[src/rtl/phase_acc_par.sv]
// phase_acc_par: multi-lane NCO phase generator.
// Emits LANES consecutive phase samples per clock with valid/ready backpressure.
// A shadow config register provides phase-continuous retuning. The block also
// supports a programmable phase offset, phase sync, and linear-sweep (chirp) mode.
module phase_acc_par #(
    parameter int unsigned PW    = 32,
    parameter int unsigned LANES = 4
) (
    input  logic                clk_i,
    input  logic                rst_ni,
    input  logic                en_i,
    input  logic                sync_i,
    input  logic                cfg_valid_i,
    output logic                cfg_ready_o,
    input  logic [PW-1:0]       cfg_inc_i,
    input  logic [PW-1:0]       cfg_ofs_i,
    input  logic [PW-1:0]       cfg_step_i,
    input  logic                cfg_sweep_i,
    output logic [LANES*PW-1:0] phase_o,
    output logic                valid_o,
    input  logic                ready_i
);

    logic [PW-1:0]       acc_q, acc_d;
    logic [PW-1:0]       inc_q, inc_d;
    logic [PW-1:0]       ofs_q, ofs_d;
    logic [PW-1:0]       step_q, step_d;
    logic                sweep_q, sweep_d;
    logic [PW-1:0]       sh_inc_q, sh_inc_d;
    logic [PW-1:0]       sh_ofs_q, sh_ofs_d;
    logic [PW-1:0]       sh_step_q, sh_step_d;
    logic                sh_sweep_q, sh_sweep_d;
    logic                pend_q, pend_d;
    logic                sync_pend_q, sync_pend_d;
    logic [LANES*PW-1:0] phase_q, phase_d;
    logic                valid_q, valid_d;

    logic                load;
    logic                cfg_acc;
    logic [PW-1:0]       eff_inc, eff_ofs, eff_step, base;
    logic                eff_sweep;

    assign cfg_ready_o = ~pend_q;
    assign phase_o     = phase_q;
    assign valid_o     = valid_q;
    assign load        = en_i & (~valid_q | ready_i);
    assign cfg_acc     = cfg_valid_i & ~pend_q;

    // Next-state logic. A load consumes the shadow before a same-cycle
    // config write refills it, so that write lands at the following load.
    always_comb begin
        acc_d       = acc_q;
        inc_d       = inc_q;
        ofs_d       = ofs_q;
        step_d      = step_q;
        sweep_d     = sweep_q;
        sh_inc_d    = sh_inc_q;
        sh_ofs_d    = sh_ofs_q;
        sh_step_d   = sh_step_q;
        sh_sweep_d  = sh_sweep_q;
        pend_d      = pend_q;
        sync_pend_d = sync_pend_q;
        phase_d     = phase_q;
        valid_d     = valid_q;

        eff_inc   = pend_q ? sh_inc_q   : inc_q;
        eff_ofs   = pend_q ? sh_ofs_q   : ofs_q;
        eff_step  = pend_q ? sh_step_q  : step_q;
        eff_sweep = pend_q ? sh_sweep_q : sweep_q;
        base      = (sync_i | sync_pend_q) ? '0 : acc_q;

        if (load) begin
            for (int unsigned k = 0; k < LANES; k++) begin
                phase_d[k*PW +: PW] = base + eff_ofs + PW'(k) * eff_inc;
            end
            acc_d       = base + PW'(LANES) * eff_inc;
            inc_d       = eff_sweep ? eff_inc + eff_step : eff_inc;
            ofs_d       = eff_ofs;
            step_d      = eff_step;
            sweep_d     = eff_sweep;
            pend_d      = 1'b0;
            sync_pend_d = 1'b0;
            valid_d     = 1'b1;
        end else begin
            if (sync_i) sync_pend_d = 1'b1;
            if (valid_q & ready_i) valid_d = 1'b0;
        end

        if (cfg_acc) begin
            sh_inc_d   = cfg_inc_i;
            sh_ofs_d   = cfg_ofs_i;
            sh_step_d  = cfg_step_i;
            sh_sweep_d = cfg_sweep_i;
            pend_d     = 1'b1;
        end
    end

    // State registers with synchronous active-low reset.
    always_ff @(posedge clk_i) begin
        if (!rst_ni) begin
            acc_q       <= '0;
            inc_q       <= '0;
            ofs_q       <= '0;
            step_q      <= '0;
            sweep_q     <= 1'b0;
            sh_inc_q    <= '0;
            sh_ofs_q    <= '0;
            sh_step_q   <= '0;
            sh_sweep_q  <= 1'b0;
            pend_q      <= 1'b0;
            sync_pend_q <= 1'b0;
            phase_q     <= '0;
            valid_q     <= 1'b0;
        end else begin
            acc_q       <= acc_d;
            inc_q       <= inc_d;
            ofs_q       <= ofs_d;
            step_q      <= step_d;
            sweep_q     <= sweep_d;
            sh_inc_q    <= sh_inc_d;
            sh_ofs_q    <= sh_ofs_d;
            sh_step_q   <= sh_step_d;
            sh_sweep_q  <= sh_sweep_d;
            pend_q      <= pend_d;
            sync_pend_q <= sync_pend_d;
            phase_q     <= phase_d;
            valid_q     <= valid_d;
        end
    end

endmodule
[config.mk]
export PLATFORM = sky130hd
export DESIGN_NAME = phase_acc_par
export DESIGN_NICKNAME = d
export VERILOG_FILES = /design/src/rtl/phase_acc_par.sv
export SDC_FILE = /design/constraint.sdc
export NUM_CORES = 1
export LEC_CHECK = 0
export ABC_AREA = 0
export CORE_MARGIN = 5
export CORE_UTILIZATION = 35
export DETAILED_ROUTE_END_ITERATION = 8
export REMOVE_ABC_BUFFERS = 1
export SETUP_SLACK_MARGIN = 0.05
export SLEW_MARGIN = 20
export SYNTH_ARGS = -nofsm -noshare
export SYNTH_HDL_FRONTEND = slang
export SYNTH_SLANG_ARGS = --single-unit
[constraint.sdc]
create_clock -name clk_i -period 10 [get_ports clk_i]
set_clock_uncertainty 0.2 [all_clocks]
set_input_delay 2 -clock clk_i [delete_from_list [all_inputs] [get_ports clk_i]]
set_output_delay 2 -clock clk_i [all_outputs]
set_load 0.05 [all_outputs]
==> summary.md, run 1 <==
| Metric | Value |
|---|---|
| VDD IR-drop max | 0.0964 mV |
| Area of the multi-input gates | 15800 um^2 |
| Kind of critical path | input pin to flop |
| Reg2reg end | phase_o[62]$_SDFFE_PN0P_ |
| Worst Reg-to-Reg Cells | 26 |
| Crit-path max cell delay | 0.61 ns |
| Post-DP HPWL | 52700 um |
| Initial DRC count | 1279 |
| Clock power frac | 36.8% |
| Synthesized area | 24000 um^2 |
| GRT Residual Overflow | 0 |
| Crit-path max FO | 8 |
| H-tree levels | 2 |
| Final core occ | 41.5% |
| Vias per cell | 5.28 |
| DR pass1 iterations | 7 |
| Switching share of power | 33.3% |
| Resized cells post-CTS | 0 |
| Setup TNS | 0 ns |
| Dpl cells | 4006 |
| CP max-delay cell | clkdlybuf4s50_1 |
| Full die area | 73800 um^2 |
| CTS tree | built |
| P_leak | 11.3 nW |
| Vias | 21539 |
| Post-synthesis cell type count | 104 |
| Placement Cell Area | 26900 um^2 |
| Internal | 2.84 mW |
| Final setup violation count | 0 |
| Crit end category | flop |
| Slew HR | 28.3% |
| Post-CTS setup buffers | 0 |
| Final worst setup slack | 1.34 ns |
| Root buf cell | clkbuf_16 |
| Final GP Congestion | 0.887 |
| Fin nets | 3464 |
| First-pass GRT wire length | 116000 um |
| Hold depth | 2 |
| Number of global-route vias before repair | 20667 |
| Worst slew pin tran | 1.07 ns |
| Antenna violations before repair | 0 |
| Ys flop type | dfxtp_1 |
| Final WL | 73500 um |
| Antenna Nets Post-Route | 0 |
| Crit path top cell by count | o21ai_0 |
| Routed length per instance | 18.0 um |
| PortBufs | 232 |
| FF-to-FF Start | pend_q$_SDFFE_PN0P_ |
| Critical path arrival | 8.96 ns |
| ANT cells | 0 |
| FP Rows | 96 |
| Post-synthesis async set-or-reset flop share | 0% |
| EDFF count, synth | 0 |
| Die Wd | 272 um |
| Dpl ws | 0.879 ns |
| Layout area overhead | 18.0% |
| Reg area | 7110 um^2 |
| #FFs+latches synth | 355 |
| Core Area | 68200 um^2 |
| Final Hold Vio Count | 0 |
| Sequential share of power | 36.9% |
| Gate count of the mapped netlist | 3048 |
| RSZ-0062 raised after global routing | false |
| Max_cap viols | 0 |
| Starting density of the core | 35.1% |
| Yosys warns | 0 |
| Combinational power share | 26.3% |
| Final Critical Period | 8.66 ns |
| Total track usage | 19.3% |
| Hold Buf Count CTS | 0 |
| Chip height | 272 um |
| Post-Layout Inst Area | 28300 um^2 |
| CTS buffer count | 43 |
| Worst Path Required | 10.30 ns |
| Fmax | 115 MHz |
| Min-Delay Endpoint | acc_q[18]$_SDFFE_PN0P_ |
| P_sw | 1.42 mW |
| Final Slew Violations | 0 |
| Crit start category | input pin |
| Worst setup path start | sync_i |
| Pin count of the biggest net entering global routing | 176 |
| Layout cells sized above 1 | 7.81% |
| Remaining DRCs | 0 |
| Outcome | finished clean |
| Hold_sp | acc_q[18]$_SDFFE_PN0P_ |
| I/O pin total | 233 |
| Clock transition at the registers of the reported paths | 0.06 ns |
| Final period util | 86.6% |
| Register area share after synthesis | 29.7% |
| Worst hold path class | flop to flop |
| Worst hold margin | 0.244 ns |
| PwrDens | 151 nW/um^2 |
| Worst-skew pair later-pin latency | 0.57 ns |
| Total power | 4.26 mW |
| Sink Count | 355 |
| Syn_area_per_cell | 7.86 um^2 |
| Final cell count without fillers | 4081 |
| R2R setup slack | 2.69 ns |
| Filler cell count | 7078 |
| Max clock buf depth | 3 |
-- per-layer routing --
| layer | routed length, um | vias to the layer above | track usage, % |
|---|---|---|---|
| li1 | - | 10925 | - |
| met1 | 34800 | 10134 | 26.1 |
| met2 | 34300 | 379 | 32.5 |
| met3 | 2370 | 101 | 2.24 |
| met4 | 2030 | 0 | 5.35 |
| met5 | 0 | - | 0 |
-- worst max-delay path: cells and delay by family --
kind            cells  cell delay (ns)
compound gates     14             3.52
xor+xnor            2             0.57
fa+ha+maj           3             0.92
buf+inv             2             0.66
simple gates        8             1.28
-- layout make-up --
class	instances	area share, %
sequential	355	25.1
inverter	97	1.31
tap	882	3.90
timing repair buffer	246	8.74
multi-input combinational	2426	56.0
clock buffer	57	4.27
clock inverter	18	0.673
-- worst max path at each step --
stage	to	slack, ns
6_report	phase_o[62]$_SDFFE_PN0P_	1.34
5_1_grt	phase_o[62]$_SDFFE_PN0P_	0.65
4_1_cts	phase_o[62]$_SDFFE_PN0P_	1.45
3_5_place_dp	phase_o[62]$_SDFFE_PN0P_	0.88
3_3_place_gp	phase_o[125]$_SDFFE_PN0P_	0.95
2_1_floorplan	phase_o[62]$_SDFFE_PN0P_	0.40
-- synthesized netlist by cell type, drive strengths merged, types with 28 or more instances --
master	count	area (um^2)
o21ai	169	853
mux2	81	942
xnor2	133	1180
a21o	56	420
mux2i	38	503
nor2b	28	175
fa	35	701
clkbuf	145	544
inv	97	364
nor2	194	731
nand3	53	270
dfxtp	355	7110
and2	35	221
a21oi	407	2050
ha	157	1960
xor2	42	368
nand2	579	2180
a211oi	45	365
nor3	43	215
-- cell families after synthesis --
group	share of synthesized area, %
multiplexers	6.03
flip-flops	29.7
adder cells (fa/ha/maj)	11.3
AND/OR/NAND/NOR	19.0
AO/OA/AOI/OAI	23.1
XOR/XNOR	6.46
buffers and inverters	4.51
-- flip-flops by register name, indices dropped and copies added (netlist names), named ones only --
register and flops:
phase_o 126, acc_q 32, inc_q 32, sh_inc_q 32, sh_ofs_q 32, sh_step_q 32, step_q 32, ofs_q 30
pend_q 1, sh_sweep_q 1, sweep_q 1, sync_pend_q 1, valid_o 1
-- power by group through the flow --
stage          registers [mW]  logic [mW]  clock network [mW]
2_1_floorplan            1.73       0.646                   0
6_report                 1.57        1.12                1.57
5_1_grt                  1.58        1.23                1.67
3_5_place_dp             1.60        1.12                   0
3_3_place_gp             1.60        1.11                   0
4_1_cts                  1.57        1.12                1.62
-- layout by cell type, fill, tap and decap left out, types with 9 or more instances in the layout --
cell type and n:
nand2b_1 26, buf_4 10, xnor2_1 131, mux2_2 73
a22o_1 9, dfxtp_1 354, a22oi_1 15, o21a_1 17
nand3_1 52, o211ai_1 24, mux2i_1 23, ha_1 157
or3_1 13, xor2_1 42, o21ai_1 15, clkdlybuf4s50_1 231
clkbuf_16 43, o21bai_1 26, nor3_1 43, inv_1 88
nor2b_1 27, a31oi_1 19, nand2_1 575, and2_1 33
nor2_1 190, o2111ai_1 9, o21ai_0 152, fa_1 35
a21oi_1 404, a21o_1 56, a211oi_1 41, and3_1 11
nand4_1 19
(Power assumes the default switching activity.)
==> run 2: changes to the inputs <==
Settings changed: CTS_CLUSTER_SIZE from default to 8.
==> run 2 against run 1 <==
Compared with the run above: maximum frequency down 0.18%; first-iteration DRC count down 0.39%; sequential cell count unchanged; count of clock-buffer cells in the layout up 1; register-to-register slack worse by 0.07 ns; die area unchanged; critical path depth unchanged; global-route usage up 0.061 points; utilization about the same; via count up 0.13%; hold slack worse by 0.0042 ns; final area about the same; critical path type unchanged.
==> summary.md, run 2 (synthesized netlist as in run 1, its figures left out) <==
| Metric | Value |
|---|---|
| I/O pin total | 233 |
| PortBufs | 232 |
| Post-DP HPWL | 52700 um |
| Worst Reg-to-Reg Cells | 24 |
| Total power | 4.28 mW |
| CTS tree | built |
| Hold Buf Count CTS | 0 |
| CP max-delay cell | clkdlybuf4s50_1 |
| Total track usage | 19.3% |
| Crit-path max FO | 8 |
| First-pass GRT wire length | 116000 um |
| Post-CTS setup buffers | 0 |
| Antenna violations before repair | 0 |
| Chip height | 272 um |
| GRT Residual Overflow | 0 |
| Layout cells sized above 1 | 7.47% |
| Final setup violation count | 0 |
| Sink Count | 355 |
| Commonest cells after routing, fill and taps aside | 575 x nand2_1, 404 x a21oi_1, 354 x dfxtp_1 |
| Critical path arrival | 8.99 ns |
| Remaining DRCs | 0 |
| Crit path top cell by count | o21ai_0 |
| Initial DRC count | 1274 |
| Hold depth | 2 |
| PwrDens | 151 nW/um^2 |
| Clock transition at the registers of the reported paths | 0.05 ns |
| Final Critical Period | 8.68 ns |
| Full die area | 73800 um^2 |
| Filler cell count | 7066 |
| Number of global-route vias before repair | 20679 |
| Pin count of the biggest net entering global routing | 176 |
| Worst slew pin tran | 1.11 ns |
| Final GP Congestion | 0.887 |
| Crit-path max cell delay | 0.60 ns |
| Vias per cell | 5.30 |
| ANT cells | 0 |
| Kind of critical path | input pin to flop |
| Max_cap viols | 0 |
| Final Slew Violations | 0 |
| Slew HR | 26.1% |
| Outcome | finished clean |
| P_leak | 11.3 nW |
| Resized cells post-CTS | 0 |
| Root buf cell | clkbuf_16 |
| Layout area overhead | 18.0% |
| Routed length per instance | 18.1 um |
| Fin nets | 3472 |
| Most common cell after layout, fill and taps aside | nand2_1 |
| Setup TNS | 0 ns |
| Final Hold Vio Count | 0 |
| Crit end category | flop |
| Fmax | 115 MHz |
| DR pass1 iterations | 7 |
| Die Wd | 272 um |
| Final core occ | 41.4% |
| Worst Path Required | 10.31 ns |
| FP Rows | 96 |
| Final WL | 73800 um |
| Antenna Nets Post-Route | 0 |
| Core Area | 68200 um^2 |
| Max reg flops | 126 |
| Crit start category | input pin |
| Max clock buf depth | 3 |
| Starting density of the core | 35.1% |
| CTS buffer count | 51 |
| VDD IR-drop max | 0.105 mV |
| Worst hold margin | 0.240 ns |
| Vias | 21566 |
| Final period util | 86.8% |
| Worst hold path class | flop to flop |
| Worst-skew pair later-pin latency | 0.59 ns |
| H-tree levels | 2 |
| RSZ-0062 raised after global routing | false |
==> run 2: cell count changes in the layout (fill, tap and decap cells not counted), sizes merged <==
cell	previous run	this run
clkbuf	57	58
clkinvlp	4	0
bufinv	3	1
clkinv	10	2
==> run 2: critical path: cells and delay by family <==
kind                       cells  cell delay (ns)
and+or+nand+nor                8             1.28
xor gates and xnor gates       2             0.57
adders and majority gates      3             0.92
AOI/OAI and AO/OA             14             3.55
buffers and inverters          2             0.65
==> run 2: metrics by stage <==
stage	setup WS, ns	cell area [um^2]	instances
after global placement	0.954	26900	4006
after CTS	1.46	28300	4068
after floorplan	0.399	23200	2878
after detailed placement	0.879	26900	4006
after global routing	0.664	28300	4068
final	1.32	28300	4068
==> run 2: worst paths after layout <==
| path | startpoint | to | slack [ns] |
|---|---|---|---|
| worst max-delay path | sync_i | phase_o[62]$_SDFFE_PN0P_ | 1.32 |
| worst min-delay path | acc_q[18]$_SDFFE_PN0P_ | acc_q[18]$_SDFFE_PN0P_ | 0.24 |
| worst max register to register | pend_q$_SDFFE_PN0P_ | phase_o[62]$_SDFFE_PN0P_ | 2.62 |
| worst min register to register | acc_q[18]$_SDFFE_PN0P_ | acc_q[18]$_SDFFE_PN0P_ | 0.24 |
==> run 2: final cells by class <==
class | instances | area [um^2] | share of cell area, %
repair buffers | 246 | 2470 | 8.74
inverters | 97 | 372 | 1.31
flip-flops and latches | 355 | 7110 | 25.1
multi-input cells | 2426 | 15800 | 56.0
clock buffers | 58 | 1330 | 4.72
clock inverters | 4 | 60.1 | 0.212
well taps | 882 | 1100 | 3.90
==> run 2: report_power, final <==
group          total (mW)  switching [mW]  internal [mW]  leakage (nW)
clock                1.58           0.635          0.949         0.683
sequential           1.58          0.0704           1.51          2.90
combinational        1.12           0.708          0.412          7.70
==> run 2: routing by layer <==
| metal | GRT usage, % | wire [um] | up-vias |
|---|---|---|---|
| met5 | 0 | 0 | - |
| met4 | 5.07 | 1840 | 0 |
| met3 | 2.43 | 2750 | 92 |
| met2 | 32.8 | 34500 | 426 |
| met1 | 26.1 | 34700 | 10131 |
| li1 | - | - | 10917 |
